<file path="config.mk">
export PLATFORM = sky130hd
export DESIGN_NAME = serial_decrement_flat
export DESIGN_NICKNAME = d
export VERILOG_FILES = /design/src/rtl/serial_decrement_if.sv /design/src/rtl/serial_decrement.sv /design/src/flat_wrapper.sv
export SDC_FILE = /design/constraint.sdc
export NUM_CORES = 1
export LEC_CHECK = 0
export ABC_AREA = 1
export BUFFER_PORTS_ARGS = -buffer_cell sky130_fd_sc_hd__buf_2
export CORE_MARGIN = 2
export CORE_UTILIZATION = 40
export DETAILED_ROUTE_END_ITERATION = 12
export MAX_ROUTING_LAYER = met4
export PLACE_DENSITY_LB_ADDON = 0.08
export SYNTH_ARGS = -nofsm -noshare
export SYNTH_HDL_FRONTEND = slang
export SYNTH_SLANG_ARGS = --single-unit
</file>
<file path="constraint.sdc">
create_clock -name clk -period 1.2 [get_ports clk]
set_input_delay 0.18 -clock clk [delete_from_list [all_inputs] [get_ports clk]]
set_output_delay 0.18 -clock clk [all_outputs]
set_load 0.005 [all_outputs]
</file>
<file path="src/rtl/serial_decrement_if.sv">
// rtl/serial_decrement_if.sv - operand/result handshake bundle for the bit-serial decrementer
interface serial_decrement_if #(
    parameter int WIDTH = 16
);
    logic             in_valid;
    logic             in_ready;
    logic [WIDTH-1:0] in_data;
    logic             out_valid;
    logic             out_ready;
    logic [WIDTH-1:0] out_data;
    logic             out_zero;
    logic             out_borrow;

    // Operand source / result sink side
    modport master (
        output in_valid,
        output in_data,
        output out_ready,
        input  in_ready,
        input  out_valid,
        input  out_data,
        input  out_zero,
        input  out_borrow
    );

    // Decrementer side
    modport slave (
        input  in_valid,
        input  in_data,
        input  out_ready,
        output in_ready,
        output out_valid,
        output out_data,
        output out_zero,
        output out_borrow
    );
endinterface

</file>
<file path="src/rtl/serial_decrement.sv">
// rtl/serial_decrement.sv - bit-serial LSB-first decrementer with a single borrow flip-flop
module serial_decrement #(
    parameter int WIDTH = 16
) (
    input  logic               clk,
    input  logic               rst,
    serial_decrement_if.slave  dec_if
);
    localparam int CW = $clog2(WIDTH);

    localparam logic [1:0] S_IDLE  = 2'd0;
    localparam logic [1:0] S_SHIFT = 2'd1;
    localparam logic [1:0] S_DONE  = 2'd2;

    logic [1:0]       state_q, state_d;
    logic [WIDTH-1:0] sr_q, sr_d;
    logic             borrow_q, borrow_d;
    logic [CW-1:0]    cnt_q, cnt_d;
    logic             r_bit;
    logic             done;

    // Next-state: load operand in IDLE, rotate one result bit in per SHIFT cycle, hold in DONE
    always_comb begin
        state_d  = state_q;
        sr_d     = sr_q;
        borrow_d = borrow_q;
        cnt_d    = cnt_q;
        r_bit    = sr_q[0] ^ borrow_q;
        case (state_q)
            S_IDLE: begin
                if (dec_if.in_valid) begin
                    sr_d     = dec_if.in_data;
                    borrow_d = 1'b1;
                    cnt_d    = '0;
                    state_d  = S_SHIFT;
                end
            end
            S_SHIFT: begin
                // Result bit enters at the MSB so after WIDTH shifts the word is back in place
                sr_d     = {r_bit, sr_q[WIDTH-1:1]};
                borrow_d = ~sr_q[0] & borrow_q;
                if (cnt_q == CW'(WIDTH - 1)) begin
                    cnt_d   = '0;
                    state_d = S_DONE;
                end else begin
                    cnt_d = cnt_q + 1'b1;
                end
            end
            S_DONE: begin
                if (dec_if.out_ready) begin
                    state_d = S_IDLE;
                end
            end
            default: begin
                state_d = S_IDLE;
            end
        endcase
    end

    // State registers; reset aborts any operation in flight
    always_ff @(posedge clk or posedge rst) begin
        if (rst) begin
            state_q  <= S_IDLE;
            sr_q     <= '0;
            borrow_q <= 1'b0;
            cnt_q    <= '0;
        end else begin
            state_q  <= state_d;
            sr_q     <= sr_d;
            borrow_q <= borrow_d;
            cnt_q    <= cnt_d;
        end
    end

    // Outputs decode registered state only; result fields read zero outside DONE
    assign done              = (state_q == S_DONE);
    assign dec_if.in_ready   = (state_q == S_IDLE);
    assign dec_if.out_valid  = done;
    assign dec_if.out_data   = done ? sr_q : '0;
    assign dec_if.out_zero   = done && (sr_q == '0);
    assign dec_if.out_borrow = done && borrow_q;
endmodule
</file>
<file path="src/flat_wrapper.sv">
// flat-port wrapper written by rule: the top's interface ports become plain ports
module serial_decrement_flat 
#(
    parameter int WIDTH = 16
)
  (clk, rst, dec_if_in_valid, dec_if_in_data, dec_if_out_ready, dec_if_in_ready, dec_if_out_valid, dec_if_out_data, dec_if_out_zero, dec_if_out_borrow);
  serial_decrement_if #(.WIDTH(WIDTH)) dec_if_i ();
  input  logic clk;
  input  logic rst;
  input wire logic [$bits(dec_if_i.in_valid)-1:0] dec_if_in_valid;
  input wire logic [$bits(dec_if_i.in_data)-1:0] dec_if_in_data;
  input wire logic [$bits(dec_if_i.out_ready)-1:0] dec_if_out_ready;
  output wire logic [$bits(dec_if_i.in_ready)-1:0] dec_if_in_ready;
  output wire logic [$bits(dec_if_i.out_valid)-1:0] dec_if_out_valid;
  output wire logic [$bits(dec_if_i.out_data)-1:0] dec_if_out_data;
  output wire logic [$bits(dec_if_i.out_zero)-1:0] dec_if_out_zero;
  output wire logic [$bits(dec_if_i.out_borrow)-1:0] dec_if_out_borrow;
  assign dec_if_i.in_valid = dec_if_in_valid;
  assign dec_if_i.in_data = dec_if_in_data;
  assign dec_if_i.out_ready = dec_if_out_ready;
  assign dec_if_in_ready = dec_if_i.in_ready;
  assign dec_if_out_valid = dec_if_i.out_valid;
  assign dec_if_out_data = dec_if_i.out_data;
  assign dec_if_out_zero = dec_if_i.out_zero;
  assign dec_if_out_borrow = dec_if_i.out_borrow;
  serial_decrement #(.WIDTH(WIDTH)) u_core (.clk(clk), .rst(rst), .dec_if(dec_if_i));
endmodule
</file>
==> results.md, run 1 <==
* Run status: finished with violations
* Failing checks: negative setup slack
* R2R setup slack at -0.10 ns
* Largest net degree at the start of global routing at 24
* Core Box Area at slightly above 3000 um2
* Register area share after synthesis at between 40% and 50%
* Syn Nets at about 200
* CP Data Required Time at slightly above 1 ns
* Clock slew at reported path FFs at about 0.13 ns
* Worst min-delay path class: in2reg
* N_diodes at 0
* Initial Utilization at 42.0%
* Crit path cell chain: nor2_4 > inv_4 > nor2_1 > buf_2
* Initial antenna violation count at 0
* Die width at between 60 and 70 um
* Leak at ~0.0010 uW
* Total GRT Usage at about a fifth
* Tcrit/Tclk final at 123%
* DR iter-0 viols at 95
* Max Root-Sink Buffers at 2
* Worst r2r src: u_core.state_q[1]
* Drt first pass iters at 4
* Reg2Reg Capture Point: u_core.sr_q[15]
* Final Hold Fails at 0
* Syn Area/Cell at 7.18 um2
* Reg2Reg Depth at 7
* Filler cell count at 257
* Synth-to-layout area growth at 48.4%
* Clock Root Buffer: clkbuf_4
* Final setup vio count at 40
* Final nets at about 270
* Crit path DAT at between 1 and 1.5 ns
* Startpoint types: register
* Distinct cell type count after synthesis at 20
* Peak VDD IR at 0.00118 V
* # rows at 20
* Critical Path Max Stage Delay at 0.45 ns
* Most frequent cells in the layout: 40 x nor2_1, 38 x buf_2, 28 x nand2_1
* Sink Count at 23
* Final cell count without fillers at just under 300
* Cells after Synth at 177
* Layout cells sized above 1 at between 40% and 50%
* First-pass GRT wire length at about 5500 um
* Family with the most delay on the worst path: flip-flops
* CTS tree: built
* Wirelength per Cell at ~13 um
* Ys Warns at 0
* Grt ovf at 0
* Synthesized flop and latch total at 23
* HP Start: dec_if_out_ready
* Setup WS pre-CTS at -0.0223 ns
* WS Path Type: reg2out
* Total CTS buffers at 3
* Final wirelength at approximately 3700 um
* Max Cap Viol at 0
* Dpl cell area at ~1600 um2
* Slew margin rel. at about four fifths
* Vias per cell at ~4.9
* Netlist Area Pre-Place at 1270 um2
* Critical path capture point type: output pin
* H-tree depth at 1
* Residual DRC count at 0
* Clk_skew at ~0.0053 ns
* I/O pin cnt at 40
* Die H at between 60 and 70 um
* Clk_lat worst skew at 0.31 ns
* Full die area at approximately 3600 um2
* Worst setup margin at -0.276 ns
* Post-route cell area at 1890 um2
* Commonest non-fill, non-tap cell in the layout: nor2_1
* PD cells at ~2700 nW/um2
* Dpl hpwl at 2310 um
* Buf/Inv on CP at 2
* Slew Limit Fails at 0
* Number of port buffers at 39
* CP max FO at 18
* WHS Endpoint: u_core.state_q[1]
* Placed insts at between 200 and 300
* Routability cong. at roughly 0.86
* Final min period at about 1.5 ns
* Vias in the first global route at about 1300
* Max frequency at around 680 MHz
* RSZ-0062 raised after global routing: yes
* CP max-delay cell: dfrtp_2
* Hold path depth at 2
* Vias at 1404
* DRT antenna net count at 0
* Actual slew at the worst max-slew pin at roughly 0.31 ns
## power breakdown
part | internal (uW) | switching (uW) | leakage, uW | total, uW
sequential | 1170 | 282 | 0.000276 | 1450
combinational | 1500 | 1760 | 0.000715 | 3260
clock | 130 | 240 | 0.0000150 | 370
## registers in the layout (all words and copies together) (netlist names)
name	flops
u_core.state_q	2
u_core.sr_q	16
u_core.cnt_q	4
u_core.borrow_q	1
## logic make-up after synthesis
kind of cell	synth area share [%]
flip-flops	45.3
AO/OA/AOI/OAI	15.4
adder cells (fa/ha/maj)	1.97
AND/OR/NAND/NOR	27.5
buffers and inverters	9.94
## cell type report
| type | count | area [um2] | share of cell area (%) |
|---|---|---|---|
| repair buffers | 69 | 472 | 25.0 |
| multi-input cells | 127 | 672 | 35.6 |
| clock buffers | 4 | 26.3 | 1.39 |
| inverters | 22 | 85.1 | 4.51 |
| well taps | 44 | 55.1 | 2.92 |
| flip-flops and latches | 23 | 577 | 30.6 |
## Yosys cell counts, drive strengths merged
cell type | count | share of area, %
a21oi | 3 | 1.2
nor3 | 1 | 0.39
dfrtp | 23 | 45
nand4 | 3 | 1.5
o22ai | 1 | 0.49
nand2 | 32 | 10
inv | 22 | 6.5
ha | 2 | 2.0
nand3 | 5 | 2.0
o21ai | 33 | 13
a22o | 1 | 0.69
buf | 7 | 3.4
nor2 | 44 | 13
## worst register-to-register path, stage by stage (launching register included)
cell     delay [ns]
dfrtp_1        0.42
buf_6          0.12
buf_6          0.12
nor2_4         0.20
buf_6          0.17
nand2_1        0.06
nand2_1        0.05
o22ai_1        0.06
## per-layer routing
metal  vias up  track usage [%]  share of wire, %
li1        699                -                 -
met2        53             34.2                50
met3         2             2.56               5.8
met1       650             26.0                44
met4         0             7.94              0.51
met5         -                -                 0
## what timing repair did
action | CTS | global route
pin swaps | 2 | 18
cloned | 0 | 4
gates resized for setup | 8 | 39
endpoints found under the hold margin | 23 | 0
buffers inserted | 6 | 7
hold buffers | 1 | 0
setup endpoints to repair | 20 | 42
## worst max path at each step
stage,endpoint,from,cells after the start
6_report,dec_if_out_data[9],u_core.state_q[0],4
3_3_place_gp,dec_if_out_data[8],u_core.state_q[0],4
4_1_cts,dec_if_out_zero,u_core.sr_q[12],6
2_1_floorplan,dec_if_out_data[0],u_core.state_q[0],4
5_1_grt,dec_if_out_data[11],u_core.state_q[1],5
3_5_place_dp,dec_if_out_data[9],u_core.state_q[0],4
## stage by stage
step / total power (uW) / hold slack (ns) / util, % / TNS (ns)
2_1_floorplan: 2940 / 0.182 / - / 0
5_1_grt: 5500 / 0.0190 / 62.3 / -10.30
3_5_place_dp: 3790 / 0.240 / 52.5 / -0.0292
4_1_cts: 4390 / 0.0567 / 56.0 / -4.52
3_3_place_gp: 3710 / 0.235 / 52.5 / 0
6_report: 5080 / 0.0488 / 62.3 / -6.05
No activity file was read; power rests on OpenSTA's default activity.
==> inputs of run 2 (changes only) <==
ABC_AREA = unset   (was 1)
CELL_PAD_IN_SITES_DETAIL_PLACEMENT = 0   (was unset)
CELL_PAD_IN_SITES_GLOBAL_PLACEMENT = 1   (was unset)
CORE_UTILIZATION = 37   (was 40)
clock period = 1.5 ns   (was 1.2 ns; I/O delays follow)
==> run 2 against run 1 <==
  * The run still ends with negative setup slack left
  * First-iteration DRC count is 77% lower
  * Hold slack better by 0.028 ns
  * Via count fell by 11%
  * Combinational power fell by 61%
==> results.md, run 2 <==
* DRT antenna net count at 0 (unchanged)
* First-pass GRT wire length at 5550 um (+0.74%)
* Final nets at 228 (-15%)
* Run status: finished with violations
* Drt first pass iters at 4 (unchanged)
* Largest reg by FF count: u_core.sr_q
* Full die area at 4060 um2 (+11%)
* Most frequent cells in the layout: 23 x buf_2, 23 x dfrtp_1, 20 x buf_4
* PD cells at 1420 nW/um2 (-47%)
* Crit path DAT at 1.52 ns (+0.22 ns)
* Clk_lat worst skew at 0.31 ns (about the same)
* Final wirelength at 3440 um (-8.3%)
* Largest net degree at the start of global routing at 30 (+25%)
* Syn Nets at 170 (-15%)
* Vias in the first global route at 1194 (-5.7%)
* Actual slew at the worst max-slew pin at 0.305 ns (-0.00450 ns)
* Final cell count without fillers at 251 (-13%)
* Total CTS buffers at 3 (unchanged)
* Worst setup margin at -0.240 ns (+0.0354 ns)
* CP Data Required Time at 1.27 ns (+0.25 ns)
* Synthesized flop and latch total at 23 (unchanged)
* CTS tree: built
* Final Hold Fails at 0 (unchanged)
* Syn Area/Cell at 8.92 um2 (+24%)
* Max Root-Sink Buffers at 2 (unchanged)
* Filler cell count at 303 (+18%)
* Max frequency at about 570 MHz
* Failing checks: negative setup slack
* Post-route cell area at 1930 um2 (+2.2%)
* Clock Root Buffer: clkbuf_4
* Dpl cell area at 1650 um2 (+3.9%)
* Total GRT Usage at 18.0% (-2.8 points)
* Initial antenna violation count at 0 (unchanged)
* Number of port buffers at 39 (unchanged)
* RSZ-0062 raised after global routing: yes
* Worst min-delay path class: in2reg
* Slew Limit Fails at 0 (unchanged)
* Tcrit/Tclk final at 116%
* Top_reg_cell synth: dfrtp_1
* Post-synth EDFFs at 0 (unchanged)
* Register area share after synthesis at 43.6% (-1.7 points)
* H-tree depth at 1 (unchanged)
* Core Box Area at 3390 um2 (+12%)
* Yosys top cell by area: dfrtp_1
* Max Cap Viol at 0 (unchanged)
* Final min period at 1.74 ns
* Largest cells by area after synthesis: dfrtp_1 44%, o21ai_1 7.2%, and2_1 7.1%
* Initial Utilization at 38.9% (-3.0 points)
* Ys Warns at 0 (unchanged)
* Clk_skew at 0.00784 ns (+0.00256 ns)
* N_diodes at 0 (unchanged)
* Sink Count at 23 (unchanged)
* Cells after Synth at 148 (-16%)
* Critical path capture point type: output pin
* Distinct cell type count after synthesis at 28 (+40%)
* Clock slew at reported path FFs at 0.13 ns (about the same)
* WS Path Type: reg2out
* Async SR Flop Fraction at 100% (unchanged)
* Dpl hpwl at 2510 um (+8.8%)
* Startpoint types: register
* Post-synth top cells: 23 x dfrtp_1, 19 x o21ai_1, 16 x a21oi_1, 15 x and2_1, 10 x nor2b_1
* Leak at 0.000951 uW (-5.4%)
* CP max FO at 4 (-14)
* Die width at 63.7 um (+5.6%)
* Residual DRC count at 0 (unchanged)
* I/O pin cnt at 40 (unchanged)
* Netlist Area Pre-Place at 1320 um2 (+3.8%)
* Synth-to-layout area growth at 46.1%
* Overall Power at 2740 uW (-46%)
* Die H at 63.7 um (+5.6%)
* Vias per cell at 4.98 (+2.6%)
* Slew margin rel. at 79.7% (+0.30 points)
* Top flop regs: u_core.sr_q x16, u_core.cnt_q x4, u_core.state_q x2
* Placed insts at 241 (-10%)
* Grt ovf at 0 (unchanged)
* Most frequent cell after synthesis: dfrtp_1
* Largest register FFs at 16 (unchanged)
* Wirelength per Cell at 13.7 um (+5.6%)
* Final hold slack at 0.0763 ns (+0.0275 ns)
* DR iter-0 viols at 22 (-77%)
* Layout cells sized above 1 at 45.9% (+4.6 points)
* Peak VDD IR at 0.000589 V (-50%)
* Final setup vio count at 15 (-63%)
* # rows at 21 (+5.0%)
* Post-synth top area share at 43.6% (-1.7 points)
* Vias at 1251 (-11%)
* Routability cong. at 0.802 (-6.6%)
[run 2: power breakdown]
group / switching (uW) / internal [uW]
clock: 183 / 99.4
combinational: 580 / 688
sequential: 291 / 897
[run 2: worst max-delay path, cell delays in order, from the launching register on]
cell and delay [ns]:
dfrtp_1 0.43, or4_4 0.55, nor3_4 0.11, buf_2 0.13
[run 2: final cells by class]
| class | instances | area, um2 | share of cell area, % |
|---|---|---|---|
| clock buffers | 3 | 22.5 | 1.17 |
| clock inverters | 1 | 5.00 | 0.260 |
| inverters | 5 | 21.3 | 1.10 |
| multi-input cells | 110 | 757 | 39.3 |
| flip-flops and latches | 23 | 576 | 29.9 |
| well taps | 46 | 57.6 | 2.99 |
| repair buffers | 63 | 489 | 25.4 |
[run 2: logic make-up (layout without fill, tap and decap cells)]
family | count (synthesis) | after routing | share of synthesized area [%]
compound gates | 49 | 49 | 21.8
buf+inv | 15 | 72 | 5.69
xor+xnor | 1 | 1 | 0.664
flops | 23 | 23 | 43.6
mux | 1 | 1 | 0.853
simple gates | 57 | 57 | 25.5
fa+ha+maj | 2 | 2 | 1.90
[run 2: metrics by stage]
step / utilization (%) / setup TNS (ns) / setup slack (ns)
3_3_place_gp: 48.7 / 0 / 0.102
3_5_place_dp: 48.7 / 0 / 0.0682
4_1_cts: 52.3 / -1.52 / -0.252
2_1_floorplan: - / 0 / 0.225
5_1_grt: 56.9 / -2.77 / -0.323
6_report: 56.9 / -1.46 / -0.240
[run 2: per-layer routing]
metal,track usage (%),vias up,share of wire [%]
met2,28.6,26,50
li1,-,633,-
met4,5.71,0,0.61
met5,-,-,0
met1,24.3,590,46
met3,1.76,2,3.3
[run 2: path summary, 6_finish.rpt]
kind | startpoint | to | slack [ns] | cells after the start
setup / recovery | u_core.sr_q[9] | dec_if_out_zero | -0.24 | 3
max in group asynchronous | rst | u_core.sr_q[5] | 0.78 | 4
hold / removal | dec_if_out_ready | u_core.state_q[1] | 0.08 | 2
min in group asynchronous | rst | u_core.sr_q[10] | 0.49 | 4
hold reg to reg | u_core.cnt_q[0] | u_core.cnt_q[0] | 0.52 | 1
setup reg to reg | u_core.state_q[1] | u_core.cnt_q[1] | 0.20 | 4
[run 2: timing repair]
action	in CTS	in global routing
resized for setup	19	27
hold endpoints to repair	23	0
hold buffers	1	0
pin swaps	5	4
setup endpoints to repair	20	20
setup buffers	2	5
